===== src/rtl/hazard_pkg.sv =====
// Shared types and constants for the pipeline hazard controller.
// Build option: HAZARD_PERF_EN adds stall/flush performance counters.
package hazard_pkg;

    typedef enum logic [1:0] {RUN, LOAD_STALL, MEM_WAIT} hz_state_t;

    localparam logic [31:0] NOP_INSTR = 32'h00000013;
    localparam logic [31:0] REG_X0    = '0;

endpackage


===== src/rtl/hazard_ctrl_if.sv =====
// Datapath <-> hazard controller signal bundle.
// Build option: HAZARD_PERF_EN adds Stall_Count/Flush_Count.
interface hazard_ctrl_if #(
    parameter int unsigned REG_ADDR_W = 5,
    parameter int unsigned PERF_W     = 32
);
    logic [REG_ADDR_W-1:0] Rs1_D;
    logic [REG_ADDR_W-1:0] Rs2_D;
    logic [REG_ADDR_W-1:0] Rd_E;
    logic                  Mem_Read_E;
    logic                  Branch_Taken_E;
    logic                  Mem_Wait;
    logic                  Stall_F;
    logic                  Stall_En;
    logic                  Stall_E;
    logic                  Flush_D;
    logic                  Flush_E;
    logic                  Wait_Timeout;
`ifdef HAZARD_PERF_EN
    logic [PERF_W-1:0]     Stall_Count;
    logic [PERF_W-1:0]     Flush_Count;
`endif

    // Datapath side
    modport master (
        output Rs1_D, Rs2_D, Rd_E, Mem_Read_E, Branch_Taken_E, Mem_Wait,
        input  Stall_F, Stall_En, Stall_E, Flush_D, Flush_E, Wait_Timeout
`ifdef HAZARD_PERF_EN
        , input Stall_Count, Flush_Count
`endif
    );

    // Hazard controller side
    modport slave (
        input  Rs1_D, Rs2_D, Rd_E, Mem_Read_E, Branch_Taken_E, Mem_Wait,
        output Stall_F, Stall_En, Stall_E, Flush_D, Flush_E, Wait_Timeout
`ifdef HAZARD_PERF_EN
        , output Stall_Count, Flush_Count
`endif
    );

endinterface


===== src/rtl/hazard_wait_timer.sv =====
// Saturating memory-wait cycle counter with a sticky timeout flag.
module hazard_wait_timer #(
    parameter int unsigned WAIT_MAX = 15
) (
    input  logic CLK,
    input  logic RST,
    input  logic start,
    input  logic run,
    output logic Wait_Timeout
);
    localparam logic [7:0] MaxCount = 8'(WAIT_MAX);

    logic [7:0] count_q, count_d;
    logic       timeout_q, timeout_d;

    always_comb begin
        count_d = '0;
        if (start) begin
            count_d = 8'd1;
        end else if (run) begin
            count_d = (count_q >= MaxCount) ? count_q : count_q + 8'd1;
        end
        timeout_d = timeout_q | (count_d == MaxCount);
    end

    always_ff @(posedge CLK or posedge RST) begin
        if (RST) begin
            count_q   <= '0;
            timeout_q <= 1'b0;
        end else begin
            count_q   <= count_d;
            timeout_q <= timeout_d;
        end
    end

    assign Wait_Timeout = timeout_q;

endmodule


===== src/rtl/hazard_ctrl.sv =====
// Pipeline hazard controller: load-use stall, taken-branch squash, memory-wait freeze.
// Build option: HAZARD_PERF_EN adds saturating stall/flush counters.
module hazard_ctrl
    import hazard_pkg::*;
#(
    parameter int unsigned REG_ADDR_W = 5,
    parameter int unsigned WAIT_MAX   = 15,
    parameter int unsigned PERF_W     = 32
) (
    input  logic          CLK,
    input  logic          RST,
    hazard_ctrl_if.slave  bus
);
    hz_state_t state_q, state_d;
    logic      load_use, lu_eff;
    logic      stall_f, stall_en, stall_e, flush_d, flush_e;

    assign load_use = bus.Mem_Read_E && (bus.Rd_E != REG_X0[REG_ADDR_W-1:0]) &&
                      ((bus.Rd_E == bus.Rs1_D) || (bus.Rd_E == bus.Rs2_D));
    // The bubble already inserted covers the load, so detection is masked for one cycle.
    assign lu_eff   = load_use && (state_q != LOAD_STALL);

    always_ff @(posedge CLK or posedge RST) begin
        if (RST) state_q <= RUN;
        else     state_q <= state_d;
    end

    always_comb begin
        state_d = RUN;
        if (bus.Mem_Wait)            state_d = MEM_WAIT;
        else if (bus.Branch_Taken_E) state_d = RUN;
        else if (lu_eff)             state_d = LOAD_STALL;
    end

    // A freeze always wins; leaving MEM_WAIT falls through to the RUN rules.
    always_comb begin
        stall_f  = 1'b0;
        stall_en = 1'b0;
        stall_e  = 1'b0;
        flush_d  = 1'b0;
        flush_e  = 1'b0;
        if (bus.Mem_Wait) begin
            stall_f  = 1'b1;
            stall_en = 1'b1;
            stall_e  = 1'b1;
        end else if (bus.Branch_Taken_E) begin
            flush_d  = 1'b1;
            flush_e  = 1'b1;
        end else if (lu_eff) begin
            stall_f  = 1'b1;
            stall_en = 1'b1;
            flush_e  = 1'b1;
        end
    end

    assign bus.Stall_F  = stall_f  & ~RST;
    assign bus.Stall_En = stall_en & ~RST;
    assign bus.Stall_E  = stall_e  & ~RST;
    assign bus.Flush_D  = flush_d  & ~RST;
    assign bus.Flush_E  = flush_e  & ~RST;

    hazard_wait_timer #(
        .WAIT_MAX     (WAIT_MAX)
    ) u_wait_timer (
        .CLK          (CLK),
        .RST          (RST),
        .start        (bus.Mem_Wait && (state_q != MEM_WAIT)),
        .run          (bus.Mem_Wait && (state_q == MEM_WAIT)),
        .Wait_Timeout (bus.Wait_Timeout)
    );

`ifdef HAZARD_PERF_EN
    logic [PERF_W-1:0] stall_cnt_q, flush_cnt_q;

    always_ff @(posedge CLK or posedge RST) begin
        if (RST) begin
            stall_cnt_q <= '0;
            flush_cnt_q <= '0;
        end else begin
            if (bus.Stall_En && !(&stall_cnt_q)) begin
                stall_cnt_q <= stall_cnt_q + 1'b1;
            end
            if ((bus.Flush_D || bus.Flush_E) && !(&flush_cnt_q)) begin
                flush_cnt_q <= flush_cnt_q + 1'b1;
            end
        end
    end

    assign bus.Stall_Count = stall_cnt_q;
    assign bus.Flush_Count = flush_cnt_q;
`endif

endmodule


===== src/flat_wrapper.sv =====
// flat-port wrapper written by rule: the top's interface ports become plain ports
module hazard_ctrl_flat import hazard_pkg::*;
#(
    parameter int unsigned REG_ADDR_W = 5,
    parameter int unsigned WAIT_MAX   = 15,
    parameter int unsigned PERF_W     = 32
)
  (CLK, RST, bus_Rs1_D, bus_Rs2_D, bus_Rd_E, bus_Mem_Read_E, bus_Branch_Taken_E, bus_Mem_Wait, bus_Stall_F, bus_Stall_En, bus_Stall_E, bus_Flush_D, bus_Flush_E, bus_Wait_Timeout);
  hazard_ctrl_if #(.REG_ADDR_W(REG_ADDR_W), .PERF_W(PERF_W)) bus_i ();
  input  logic CLK;
  input  logic RST;
  input wire logic [$bits(bus_i.Rs1_D)-1:0] bus_Rs1_D;
  input wire logic [$bits(bus_i.Rs2_D)-1:0] bus_Rs2_D;
  input wire logic [$bits(bus_i.Rd_E)-1:0] bus_Rd_E;
  input wire logic [$bits(bus_i.Mem_Read_E)-1:0] bus_Mem_Read_E;
  input wire logic [$bits(bus_i.Branch_Taken_E)-1:0] bus_Branch_Taken_E;
  input wire logic [$bits(bus_i.Mem_Wait)-1:0] bus_Mem_Wait;
  output wire logic [$bits(bus_i.Stall_F)-1:0] bus_Stall_F;
  output wire logic [$bits(bus_i.Stall_En)-1:0] bus_Stall_En;
  output wire logic [$bits(bus_i.Stall_E)-1:0] bus_Stall_E;
  output wire logic [$bits(bus_i.Flush_D)-1:0] bus_Flush_D;
  output wire logic [$bits(bus_i.Flush_E)-1:0] bus_Flush_E;
  output wire logic [$bits(bus_i.Wait_Timeout)-1:0] bus_Wait_Timeout;
  assign bus_i.Rs1_D = bus_Rs1_D;
  assign bus_i.Rs2_D = bus_Rs2_D;
  assign bus_i.Rd_E = bus_Rd_E;
  assign bus_i.Mem_Read_E = bus_Mem_Read_E;
  assign bus_i.Branch_Taken_E = bus_Branch_Taken_E;
  assign bus_i.Mem_Wait = bus_Mem_Wait;
  assign bus_Stall_F = bus_i.Stall_F;
  assign bus_Stall_En = bus_i.Stall_En;
  assign bus_Stall_E = bus_i.Stall_E;
  assign bus_Flush_D = bus_i.Flush_D;
  assign bus_Flush_E = bus_i.Flush_E;
  assign bus_Wait_Timeout = bus_i.Wait_Timeout;
  hazard_ctrl #(.REG_ADDR_W(REG_ADDR_W), .WAIT_MAX(WAIT_MAX), .PERF_W(PERF_W)) u_core (.CLK(CLK), .RST(RST), .bus(bus_i));
endmodule

===== config.mk =====
export PLATFORM = sky130hd
export DESIGN_NAME = hazard_ctrl_flat
export DESIGN_NICKNAME = d
export VERILOG_FILES = /design/src/rtl/hazard_pkg.sv /design/src/rtl/hazard_ctrl_if.sv /design/src/rtl/hazard_wait_timer.sv /design/src/rtl/hazard_ctrl.sv /design/src/flat_wrapper.sv
export SDC_FILE = /design/constraint.sdc
export NUM_CORES = 1
export LEC_CHECK = 0
export ABC_AREA = 1
export BUFFER_PORTS_ARGS = -buffer_cell sky130_fd_sc_hd__buf_4
export CAP_MARGIN = 20
export CORE_MARGIN = 5
export CORE_UTILIZATION = 43
export DETAILED_ROUTE_END_ITERATION = 6
export PLACE_DENSITY = 0.79
export SYNTH_ARGS = -nofsm -noshare
export SYNTH_HDL_FRONTEND = slang
export SYNTH_HIERARCHICAL = 1
export SYNTH_SLANG_ARGS = --single-unit

===== constraint.sdc =====
create_clock -name CLK -period 4.6 [get_ports CLK]
set_clock_uncertainty 0.1 [all_clocks]
set_input_delay 0.23 -clock CLK [delete_from_list [all_inputs] [get_ports CLK]]
set_output_delay 0.23 -clock CLK [all_outputs]
set_load 0.005 [all_outputs]

# After elaboration in Yosys (flattened, before gate mapping)
# Index checks and enable logic that the tools add are counted.
[totals]
ff_bits = 11
latchBits = 0
ramBits = 0
romBits = 0
inputBits = 20
out_inout_bits = 6
word_cells = 38
mem_count = 0
[op_classes]
n_addsub = 1
multipliers = 0
n_div = 0
magnitude_cmp = 1
n_eq_ne = 6
n_shift = 0
mux = 14
n_bitwise = 6
reduce_logical = 7
[ops]
columns = ["cell", "n"]
rows = [
  ["8-bit 2-to-1 mux", 3],
  ["5-bit == test", 2],
  ["1-bit 2-to-1 mux", 9],
  ["8-bit by 1-bit adder with 8-bit output (second input constant)", 1],
  ["8-bit by 4-bit == test with 1-bit output (second input constant)", 1],
  ["8-bit by 4-bit greater-or-equal comparator with 1-bit output (second input constant)", 1],
  ["1-bit logical AND", 5],
  ["5-bit nonzero test", 1],
  ["1-bit bitwise AND", 4],
  ["2-bit 2-to-1 mux", 2],
  ["2-bit == test (second input constant)", 1],
  ["2-bit by 1-bit != test with 1-bit output (second input constant)", 1],
  ["2-bit != test (second input constant)", 1],
  ["1-bit logical OR", 1],
  ["1-bit NOT", 1],
  ["1-bit OR", 1],
]

# Logic depth before layout (Yosys ltp)
# Gate-level depths: netlist of run 1.
[logic_depth]
word_depth = 8
mapped_depth = 10
mapped_depth_nobuf = 10

# By module
# The synthesis of run 1 kept the hierarchy.
[modules_own_cells]
columns = ["mod", "instances", "cells_per_inst", "area_each_um2", "seq_area_each_um2"]
rows = [
  ["hazard_wait_timer", 1, 61, 500.5, 225.2],
  ["hazard_ctrl", 1, 69, 344.1, 50.0],
]

# Worst setup path before layout of run 1
# Ideal clock, no wire load.
[synth_timing]
path_kind = "flip-flop to flip-flop"
startpoint = "reg u_core.state_q[0]"
endpoint = "reg u_core.u_wait_timer.timeout_q (netlist: u_core/u_wait_timer/Wait_Timeout)"
setup_ps = 65
t_arrival_ps = 1339
required_ps = 4435
setup_slack_ps = 3096
stages_incl_launch_ff = 8
path_buffers = 0
synth_period_minus_slack_ps = 1504
path_cell_list = "dfrtp_1 -> nor3_1 -> nand2_1 -> clkinv_4 -> nand3_1 -> a21oi_1 -> nand3_1 -> nand2_1"
[synth_between]
elab_chain_cells = 6
elab_cells_between_ends = 8
cone_classes = "eq/ne: 3; mux: 2; bitwise: 1; reduce/logical: 2"
[synth_lines]
columns = ["element", "line_no", "text"]
rows = [
  ["start: declaration", "hazard_ctrl.sv:14", "hz_state_t state_q, state_d;"],
  ["start signal: assignment", "hazard_ctrl.sv:25", "else state_q <= state_d;"],
  ["2-bit == test", "hazard_ctrl.sv:68", ".run (bus.Mem_Wait && (state_q == MEM_WAIT)),"],
  ["1-bit logical AND", "hazard_ctrl.sv:68", ""],
  ["8-bit 2-to-1 mux", "hazard_wait_timer.sv:20", "end else if (run) begin"],
  ["8-bit 2-to-1 mux *", "hazard_wait_timer.sv:18", "if (start) begin"],
  ["8-bit by 4-bit == test with 1-bit output *", "hazard_wait_timer.sv:23", "timeout_d = timeout_q | (count_d == MaxCount);"],
  ["1-bit OR *", "hazard_wait_timer.sv:23", ""],
  ["via u_core.u_wait_timer.timeout_d", "hazard_wait_timer.sv:14", "logic timeout_q, timeout_d;"],
  ["end signal: assignment", "hazard_wait_timer.sv:32", "timeout_q <= timeout_d;"],
  ["end: declaration", "hazard_wait_timer.sv:14", ""],
]
# The timed path passes the listed nets; every way through them passes the cells marked *.

# Final worst setup path of run 1
[layout_timing]
startpoint = "in bus_Mem_Wait"
endpoint = "reg u_core.u_wait_timer.timeout_q (netlist: u_core/u_wait_timer/Wait_Timeout)"
[layout_between]
elab_chain_cells = 5
elab_cells_between_ends = 6
cone_classes = "eq/ne: 1; mux: 2; bitwise: 1; reduce/logical: 2"
[layout_lines]
columns = ["element", "line_no", "text"]
rows = [
  ["start: declaration", "flat_wrapper.sv:17", "input wire logic [$bits(bus_i.Mem_Wait)-1:0] bus_Mem_Wait;"],
  ["1-bit logical AND", "hazard_ctrl.sv:68", ""],
  ["8-bit 2-to-1 mux", "hazard_wait_timer.sv:20", ""],
  ["8-bit 2-to-1 mux *", "hazard_wait_timer.sv:18", ""],
  ["8-bit by 4-bit == test with 1-bit output *", "hazard_wait_timer.sv:23", ""],
  ["1-bit OR *", "hazard_wait_timer.sv:23", ""],
  ["via u_core.u_wait_timer.timeout_d", "hazard_wait_timer.sv:14", ""],
]
# Marked as above.

==> results.sh, run 1 <==
export IMPL_status="completed"
export IMPL_wl_per_cell_um=9.830
export IMPL_setup_tns_ns=0
export IMPL_arrival_ns=2.06
export IMPL_rsz0062_at_grt="no"
export IMPL_postSynthCellCount=130
export IMPL_grt_pass1_wl_um=3187
export IMPL_cts_inserted_buffers=3
export IMPL_die_w_um=54.32
export IMPL_synthAdderAreaFrac=0.01481
export IMPL_yosysSeqAreaShare=0.3259
export IMPL_cp_end_kind="flop"
export IMPL_muxShareOfSynthArea=0
export IMPL_reg2reg_to="u_core/u_wait_timer/Wait_Timeout"
export IMPL_setup_viol=0
export IMPL_clock_path_buffers=2
export IMPL_p_leak_nw=0.6543
export IMPL_critical_path_class="input port to flop"
export IMPL_die_y_um=54.32
export IMPL_dr_pass1_iters=4
export IMPL_syn_area_per_cell_um2=6.497
export IMPL_clock_sinks=11
export IMPL_startpoint="bus_Mem_Wait"
export IMPL_syn_area_um2=844.6
export IMPL_synth_simple_gate_area_frac=0.4637
export IMPL_clkTransAtPathRegs_ns=0.07
export IMPL_die_area_um2=2951
export IMPL_io_buffers=25
export IMPL_nNetsFinal=183
export IMPL_worstHoldPathCells=5
export IMPL_grt_use_total=0.1495
export IMPL_path_max_fanout=6
export IMPL_synth_compound_area_frac=0.02222
export IMPL_syn_num_nets=151
export IMPL_coreArea_um2=1922
export IMPL_yosysUniqueCellTypes=21
export IMPL_wl_um=1848
export IMPL_drt_vias_per_instance=4.505
export IMPL_hpwl_um=1593
export IMPL_p_per_area_nw_per_um2=192.3
export IMPL_reg2regPathDepth=7
export IMPL_drive_gt1_frac=0.2981
export IMPL_postPlaceCellArea_um2=1059
export IMPL_postCtsResizedCells=0
export IMPL_hold_violations=0
export IMPL_design_area_um2=1115
export IMPL_ioPinCount=26
export IMPL_worst_pin_slew_ns=0.5496
export IMPL_whs_ns=0.2500
export IMPL_crit_required_ns=4.70
export IMPL_drtAntennaViolNets=0
export IMPL_ir_worst_vdd_mv=0.1863
export IMPL_synth_most_common_cell="nand2_1"
export IMPL_rows=16
export IMPL_grt_max_degree=10
export IMPL_cts_htree_levels=1
export IMPL_synth_common_cells="nand2_1, inv_1, nor2_1, dfrtp_1, nand3_1"
export IMPL_overflow=0
export IMPL_synthTopCellsByArea="dfrtp_1, nand2_1, inv_1"
export IMPL_yosys_area_share_xor_xnor=0.02074
export IMPL_ys_warn_count=6
export IMPL_min_period_ns=1.957
export IMPL_yosysTopAreaCellShare=0.3259
export IMPL_min_path_type="input port to flop"
export IMPL_synth_top_family_by_area="simple AND/OR/NAND/NOR gates"
export IMPL_cap_violations=0
export IMPL_period_share=0.4255
export IMPL_reg2reg_from="u_core/state_q[0]"
export IMPL_top_usage_layer="met2"
export IMPL_use_met1=0.1697
export IMPL_total_power_w=0.0002143
export IMPL_via_count=847
export IMPL_cts_root_buf="clkbuf_4"
export IMPL_start_util=0.4395
export IMPL_antenna_found_initial=0
export IMPL_grt_use_met3=0.04087
export IMPL_min_from="bus_Mem_Read_E"
export IMPL_drt_iter0_markers=11
export IMPL_grt_pass1_vias=798
export IMPL_place_congestion=0.8193
export IMPL_start_kind="input port"
export IMPL_cts_tree="done"
export IMPL_synth_seq_cells=11
export IMPL_use_met2=0.2649
export IMPL_n_antenna_cell=0
export IMPL_dominantRegCellSynth="dfrtp_1"
export IMPL_r2r_slack_ns=2.89
export IMPL_synth_edf_count=0
export IMPL_worstSkewPairLatency_ns=0.26
export IMPL_route_detailed_drc=0
export IMPL_yosysTopAreaCell="dfrtp_1"
export IMPL_final_max_slew_viol_count=0
export IMPL_slew_headroom=0.6308
export IMPL_min_to="u_core/state_q[0]"
export IMPL_clock_fmax_mhz=510.9
export IMPL_async_flop_share=1.000
export IMPL_area_growth_pct=32.00
-- worst max-delay path by stage --
| stage | slack [ns] | cells past startpoint | endpoint |
|---|---|---|---|
| finish | 2.64 | 10 | u_core/u_wait_timer/Wait_Timeout |
| global route | 2.37 | 10 | u_core/u_wait_timer/Wait_Timeout |
| CTS | 2.67 | 10 | u_core/u_wait_timer/Wait_Timeout |
| detailed placement | 2.92 | 7 | u_core/u_wait_timer/Wait_Timeout |
| global placement | 2.99 | 7 | u_core/u_wait_timer/Wait_Timeout |
| floorplan | 3.10 | 7 | u_core/u_wait_timer/Wait_Timeout |
-- state kept, by name, summed over array words and instances, names as in the netlist --
register                          count
u_core/state_q                        2
u_core/u_wait_timer/Wait_Timeout      1
u_core/u_wait_timer/count_q           8
-- critical path, cell delays in order --
cell and delay (ns):
dlygate4sd3_1 0.53, buf_4 0.12, inv_1 0.08, nor3_1 0.44, nand2_1 0.19, clkinv_4 0.08, nand3_1 0.09, a21oi_1 0.14
nand3_1 0.08, nand2_1 0.07
-- placed cells by master, fill, tap and decap left out, types with 2 or more instances in the layout --
master	netlist	final
dfrtp_1	11	11
nor2_4	3	3
inv_1	23	23
nand2_1	36	36
inv_2	7	7
nand4_1	3	3
xnor2_1	2	2
nand2_2	4	4
clkbuf_4	0	3
buf_4	1	25
nor2_1	19	19
dlygate4sd3_1	0	3
nand3_1	11	11
-- timing repair --
action,4_1_cts,5_1_grt
hold endpoints to repair,12,1
setup buffers,0,0
hold buffers,2,1
-- routing by layer --
layer	vias to the layer above	wire [µm]
met5	-	0
met4	0	0
met3	0	61
met2	15	1041
met1	381	745
li1	451	-
-- where the power goes --
group / total [W] / switching (W) / internal (W)
Sequential: 0.0000997 / 0.00000130 / 0.0000984
Clock: 0.0000641 / 0.0000306 / 0.0000335
Combinational: 0.0000505 / 0.0000259 / 0.0000246
Total: 0.000214 / 0.0000578 / 0.000156
-- kinds of logic after synthesis --
logic type / count (synthesis)
buf+inv: 32
simple gates: 81
flops: 11
fa+ha+maj: 1
compound gates: 3
xor+xnor: 2
-- area by class of cell --
| type | count | area (µm²) |
|---|---|---|
| clock buffer | 4 | 26.28 |
| inverter | 31 | 121.4 |
| tap | 27 | 33.78 |
| multi-input combinational | 87 | 440.4 |
| sequential | 11 | 275.3 |
| timing repair buffer | 28 | 217.7 |
| fill | 190 | 807.0 |
-- stage by stage --
stage,utilization,std cells,worst slack (ns)
detailed placement,0.5508,181,2.919
floorplan,-,130,3.096
global placement,0.5508,181,2.991
CTS,0.5749,187,2.670
global route,0.5801,188,2.375
finish,0.5801,188,2.643
Power figures use the tool's default switching activity.
==> run 2: changes to the inputs <==
- clock period: 4.6 -> 2 ns (I/O delays scaled with it)
==> run 2 against run 1 <==
  * Combinational power is 130% higher
  * Core utilization is 0.39 points higher
  * Register-to-register slack worse by 2.4 ns
  * Via count is 3.5% higher
  * Critical path type unchanged
  * Hold slack worse by 0.11 ns
  * Cell area is 0.67% higher
  * Count of clock-buffer cells in the layout stayed put
  * Critical path depth is 1 higher
==> results.sh, run 2 (synthesized netlist as in run 1, its figures left out) <==
export IMPL_p_int_w=0.0003613
export IMPL_slowest_stage="dlygate4sd3_1"
export IMPL_rows=16
export IMPL_path_max_fanout=5
export IMPL_die_y_um=54.32
export IMPL_grt_use_total=0.1488
export IMPL_route_detailed_drc=0
export IMPL_period_share=0.8250
export IMPL_setup_viol=0
export IMPL_clock_power_share=0.291
export IMPL_cts_hold_buf=3
export IMPL_place_congestion=0.7650
export IMPL_design_area_um2=1122
export IMPL_area_growth_pct=32.89
export IMPL_crit_chain="dlygate4sd3_1 > buf_4 > inv_1 > nor2_1 > inv_2 > nand2_1 > clkinv_4 > nand3_1 > nor2_1 > nand3_1 > nand2_1"
export IMPL_grt_max_degree=10
export IMPL_ir_worst_vdd_mv=0.4223
export IMPL_drtAntennaViolNets=0
export IMPL_postPlaceCellArea_um2=1066
export IMPL_clock_fmax_mhz=606.1
export IMPL_clock_sinks=11
export IMPL_crit_family="buffers and inverters"
export IMPL_cts_htree_levels=1
export IMPL_n_fill_cell=186
export IMPL_min_path_type="input port to flop"
export IMPL_start_util=0.4395
export IMPL_wl_per_cell_um=9.989
export IMPL_worstSkewPairLatency_ns=0.26
export IMPL_io_buffers=25
export IMPL_multi_input_area_um2=440.4
export IMPL_via_count=877
export IMPL_cap_violations=0
export IMPL_drt_iter0_markers=14
export IMPL_nNetsFinal=184
export IMPL_setup_tns_ns=0
export IMPL_clkTransAtPathRegs_ns=0.07
export IMPL_overflow=0
export IMPL_coreArea_um2=1922
export IMPL_postCtsResizedCells=0
export IMPL_seq_area_um2=275.3
export IMPL_die_area_um2=2951
export IMPL_ioPinCount=26
export IMPL_crit_required_ns=2.06
export IMPL_slew_headroom=0.7739
export IMPL_p_comb_frac=0.240
export IMPL_n_antenna_cell=0
export IMPL_final_max_slew_viol_count=0
export IMPL_final_common_cell="nand2_1"
export IMPL_netSwitchingFraction=0.2611
export IMPL_p_leak_nw=0.6595
export IMPL_antenna_found_initial=0
export IMPL_hold_violations=0
export IMPL_drive_gt1_frac=0.3025
export IMPL_grt_pass1_wl_um=3236
export IMPL_drt_vias_per_instance=4.640
export IMPL_power_frac_seq=0.469
export IMPL_power_switching_w=0.0001277
export IMPL_largest_reg_flops=8
export IMPL_cts_root_buf="clkbuf_4"
export IMPL_rsz0062_at_grt="no"
export IMPL_cts_setup_buffers=0
export IMPL_cts_tree="done"
export IMPL_grt_pass1_vias=826
export IMPL_worst_path_buf_inv=5
export IMPL_cts_inserted_buffers=3
export IMPL_cpPeakStageDelay_ns=0.53
export IMPL_cp_end_kind="flop"
export IMPL_min_period_ns=1.650
export IMPL_p_per_area_nw_per_um2=435.7
export IMPL_status="completed"
export IMPL_layout_common_cells="nand2_1, buf_4, inv_1"
export IMPL_arrival_ns=1.71
export IMPL_worst_pin_slew_ns=0.3378
export IMPL_die_w_um=54.32
export IMPL_critical_path_class="input port to flop"
export IMPL_hpwl_um=1585
export IMPL_clock_path_buffers=2
export IMPL_wl_um=1888
export IMPL_start_kind="input port"
export IMPL_dr_pass1_iters=4
export IMPL_regMostFlops="u_core/u_wait_timer/count_q"
==> run 2: cell types whose count changed in the layout (fill, tap and decap cells not counted), sizes merged <==
cell	change
buf	+1
==> run 2: path summary, 6_finish.rpt <==
kind | startpoint | end | slack [ns] | cells after the start
hold / removal | bus_Mem_Read_E | u_core/state_q[0] | 0.14 | 5
setup / recovery | bus_Mem_Wait | u_core/u_wait_timer/Wait_Timeout | 0.35 | 11
setup reg to reg | u_core/state_q[1] | u_core/u_wait_timer/Wait_Timeout | 0.45 | 10
max in group asynchronous | RST | u_core/u_wait_timer/count_q[7] | 1.29 | 3
min in group asynchronous | RST | u_core/state_q[0] | 0.19 | 3
hold reg to reg | u_core/u_wait_timer/Wait_Timeout | u_core/u_wait_timer/Wait_Timeout | 0.40 | 2
==> run 2: final cells by class <==
class                      count  area share
inverter                      31      0.1081
clock buffer                   4     0.02341
timing repair buffer          29      0.2007
multi-input combinational     87      0.3924
sequential                    11      0.2453
tap                           27     0.03010
==> run 2: per-stage QoR <==
step	instances	setup slack, ns	total power (W)	hold WS (ns)	utilization
after global routing	189	0.2153	0.0005261	0.1432	0.5840
final	189	0.3500	0.0004890	0.1356	0.5840
after detailed placement	182	0.4651	0.0003464	-0.09620	0.5547
after global placement	182	0.5510	0.0003414	-0.1020	0.5547
after CTS	189	0.3754	0.0004943	0.1263	0.5840
after floorplan	130	0.4965	0.0002911	-0.2422	-
==> run 2: worst reg2reg max path: stages, from the launching register on <==
cell and delay (ns):
dfrtp_1 0.36, inv_1 0.08, nor2_1 0.05, nor2_1 0.27, inv_2 0.09, nand2_1 0.13
clkinv_4 0.07, nand3_1 0.11, nor2_1 0.06, nand3_1 0.08, nand2_1 0.05
==> run 2: power groups by stage <==
stage / clock network [W] / registers [W] / logic (W)
after floorplan: 0 / 0.000233 / 0.0000584
after global placement: 0 / 0.000233 / 0.000108
after detailed placement: 0 / 0.000233 / 0.000113
after CTS: 0.000147 / 0.000229 / 0.000118
after global routing: 0.000164 / 0.000229 / 0.000132
final: 0.000142 / 0.000229 / 0.000118
==> run 2: metal layers <==
layer  GRT usage  wire length (µm)  part of all wire
met5           0                 0                 0
met4     0.02490                 0                 0
met3     0.04632                96             0.051
met2      0.2849              1018              0.54
met1      0.1594               774              0.41
==> run 3: changes to the inputs <==
- ABC_AREA: 1 -> 0
- PLACE_DENSITY: 0.79 -> 0.81
- clock period: 2 -> 1.7 ns (I/O delays scaled with it)
==> run 3 against run 2 <==
  * Final cell count is 35% lower
  * Via count down 27%
  * Combinational power is 5% higher
  * Hold slack gained 0.036 ns
  * Register-to-register slack lost 0.31 ns
  * Synthesized cell count is 45% lower
  * Clock power is 20% higher
  * Critical endpoint is now u_core/state_q[0]
  * Core utilization grew 6.6 points
  * Sequential share of layout area grew 2.9 points
  * Highest routed layer unchanged
  * Power grew 16%
  * Critical path type unchanged
  * Die area down 13%
  * Critical path depth down 6
==> results.sh, run 3 <==
export IMPL_synthTopCellsByArea="dfrtp_1, xor2_1, nor4_4"
export IMPL_die_w_um=50.73
export IMPL_nNetsFinal=128
export IMPL_yosysSeqAreaShare=0.3860
export IMPL_rsz0062_at_grt="no"
export IMPL_crit_end="u_core/state_q[0]"
export IMPL_drt_iter0_markers=7
export IMPL_cts_htree_levels=1
export IMPL_synth_most_common_cell="dfrtp_1"
export IMPL_largest_reg_flops=8
export IMPL_synth_edf_count=0
export IMPL_slowest_stage="dlygate4sd3_1"
export IMPL_start_kind="input port"
export IMPL_clock_path_buffers=2
export IMPL_cts_inserted_buffers=3
export IMPL_die_area_um2=2573
export IMPL_path_max_fanout=3
export IMPL_r2r_slack_ns=0.14
export IMPL_critical_path_class="input port to flop"
export IMPL_route_detailed_drc=0
export IMPL_hpwl_um=1279
export IMPL_crit_required_ns=1.74
export IMPL_setup_viol=0
export IMPL_reg2reg_to="u_core/u_wait_timer/Wait_Timeout"
export IMPL_die_y_um=50.73
export IMPL_cpPeakStageDelay_ns=0.57
export IMPL_worstSkewPairLatency_ns=0.26
export IMPL_min_path_type="input port to asynchronous set/reset pin"
export IMPL_postSynthCellCount=72
export IMPL_seq_area_um2=275.3
export IMPL_crit_family="buffers and inverters"
export IMPL_clock_fmax_mhz=614.6
export IMPL_hold_violations=0
export IMPL_yosysTopAreaCellShare=0.3860
export IMPL_antenna_found_initial=0
export IMPL_syn_area_um2=713.2
export IMPL_synth_common_cells="dfrtp_1, xor2_1, inv_1, nand2_1, nor2_1"
export IMPL_wl_um=1599
export IMPL_synth_top_family_by_area="simple AND/OR/NAND/NOR gates"
export IMPL_multi_input_area_um2=419.2
export IMPL_start_util=0.4627
export IMPL_regMostFlops="u_core/u_wait_timer/count_q"
export IMPL_slew_headroom=0.7456
export IMPL_yosysUniqueCellTypes=31
export IMPL_dr_pass1_iters=4
export IMPL_period_share=0.9572
export IMPL_layout_common_cells="buf_4, dfrtp_1, xor2_1"
export IMPL_final_max_slew_viol_count=0
export IMPL_cts_root_buf="clkbuf_4"
export IMPL_n_fill_cell=123
export IMPL_synth_simple_gate_area_frac=0.2509
export IMPL_startpoint="bus_Rd_E[1]"
export IMPL_yosys_area_share_xor_xnor=0.1351
export IMPL_cp_end_kind="flop"
export IMPL_worst_path_buf_inv=2
export IMPL_arrival_ns=1.67
export IMPL_via_count=643
export IMPL_synth_compound_area_frac=0.1596
export IMPL_clock_sinks=11
export IMPL_synth_seq_cells=11
export IMPL_syn_area_per_cell_um2=9.905
export IMPL_crit_cells=5
export IMPL_reg2regPathDepth=4
export IMPL_cap_violations=0
export IMPL_whs_ns=0.1712
export IMPL_grt_use_total=0.1339
export IMPL_final_common_cell="buf_4"
export IMPL_async_flop_share=1.000
export IMPL_dominantRegCellSynth="dfrtp_1"
export IMPL_yosysTopAreaCell="dfrtp_1"
export IMPL_wl_per_cell_um=13.11
export IMPL_min_period_ns=1.627
export IMPL_io_buffers=25
export IMPL_overflow=0
export IMPL_clkTransAtPathRegs_ns=0.07
export IMPL_setup_tns_ns=0
export IMPL_cts_tree="done"
export IMPL_n_antenna_cell=0
export IMPL_reg2reg_from="u_core/u_wait_timer/count_q[0]"
export IMPL_ys_warn_count=6
export IMPL_drt_vias_per_instance=5.270
export IMPL_area_growth_pct=40.53
export IMPL_p_leak_nw=0.5240
export IMPL_drive_gt1_frac=0.3491
export IMPL_place_congestion=0.8789
export IMPL_coreArea_um2=1541
export IMPL_p_per_area_nw_per_um2=565.9
export IMPL_grt_max_degree=10
export IMPL_grt_pass1_wl_um=2697
export IMPL_synthAdderAreaFrac=0.01754
export IMPL_muxShareOfSynthArea=0.01404
export IMPL_status="completed"
export IMPL_crit_chain="buf_4 > or4_1 > o221ai_2 > nor4_1 > dlygate4sd3_1"
export IMPL_syn_num_nets=93
export IMPL_rows=14
export IMPL_grt_pass1_vias=656
export IMPL_worst_pin_slew_ns=0.3816
export IMPL_drtAntennaViolNets=0
export IMPL_ir_worst_vdd_mv=0.4416
export IMPL_ioPinCount=26
[run 3: cell count changes in the layout (fill, tap and decap cells not counted), sizes merged, moves of 3 or more]
cell   before  now
nor2       23    4
nand2      40    5
and2        0    4
xor2        0   10
nand4       3    0
inv        30    5
nand3      12    3
[run 3: kinds of logic after synthesis]
kind of cell,Yosys count
AO/OA/AOI/OAI,14
XOR/XNOR,11
adder cells (fa/ha/maj),1
buffers and inverters,6
flip-flops,11
multiplexers,1
AND/OR/NAND/NOR,28
[run 3: repair_timing]
action / 4_1_cts / 5_1_grt
hold buffers: 4 / 0
gates resized for setup: 0 / 1
setup endpoints to repair: 0 / 3
setup buffers: 0 / 1
hold endpoints to repair: 13 / 0
[run 3: worst min path at each step]
stage                     startpoint                 to  slack [ns]
final                            RST  u_core/state_q[0]        0.17
after detailed placement         RST  u_core/state_q[0]       -0.11
after CTS                        RST  u_core/state_q[0]        0.16
after global placement           RST  u_core/state_q[0]       -0.12
after global routing             RST  u_core/state_q[0]        0.18
after floorplan                  RST  u_core/state_q[0]       -0.27
[run 3: area by class of cell]
| type | count | share of cell area |
|---|---|---|
| clock buffer | 4 | 0.02622 |
| inverter | 5 | 0.01873 |
| multi-input combinational | 55 | 0.4182 |
| sequential | 11 | 0.2747 |
| tap | 16 | 0.01998 |
| timing repair buffer | 31 | 0.2422 |
[run 3: routing by layer]
layer | vias up | share of wire | GRT usage | wire (µm)
met5 | - | 0 | 0 | 0
met3 | 0 | 0.083 | 0.02367 | 132
met2 | 26 | 0.53 | 0.2376 | 842
li1 | 327 | - | - | -
met1 | 290 | 0.39 | 0.1519 | 623
met4 | 0 | 0 | 0.06383 | 0
[run 3: power by group]
part           leakage [nW]  total, W  switching [W]  internal (W)
sequential            0.149  0.000272     0.00000550      0.000266
clock                0.0150  0.000171      0.0000804     0.0000906
combinational         0.360  0.000124      0.0000561     0.0000682
[run 3: worst register-to-register path, delay by kind of cell, from the launching register on]
kind | cells | cell delay, ns
compound gates | 3 | 0.64
fa+ha+maj | 1 | 0.28
flops | 1 | 0.43
[run 3: through the flow]
stage	worst slack (ns)	power, W	utilization	std cells	cell area, µm²
2_1_floorplan	0.2180	0.0003326	-	72	713.2
3_3_place_gp	0.1708	0.0003911	0.5974	113	920.9
3_5_place_dp	0.1080	0.0003942	0.5974	113	920.9
4_1_cts	0.09735	0.0005767	0.6404	121	987.2
5_1_grt	0.01290	0.0006079	0.6502	122	1002
6_report	0.07282	0.0005671	0.6502	122	1002
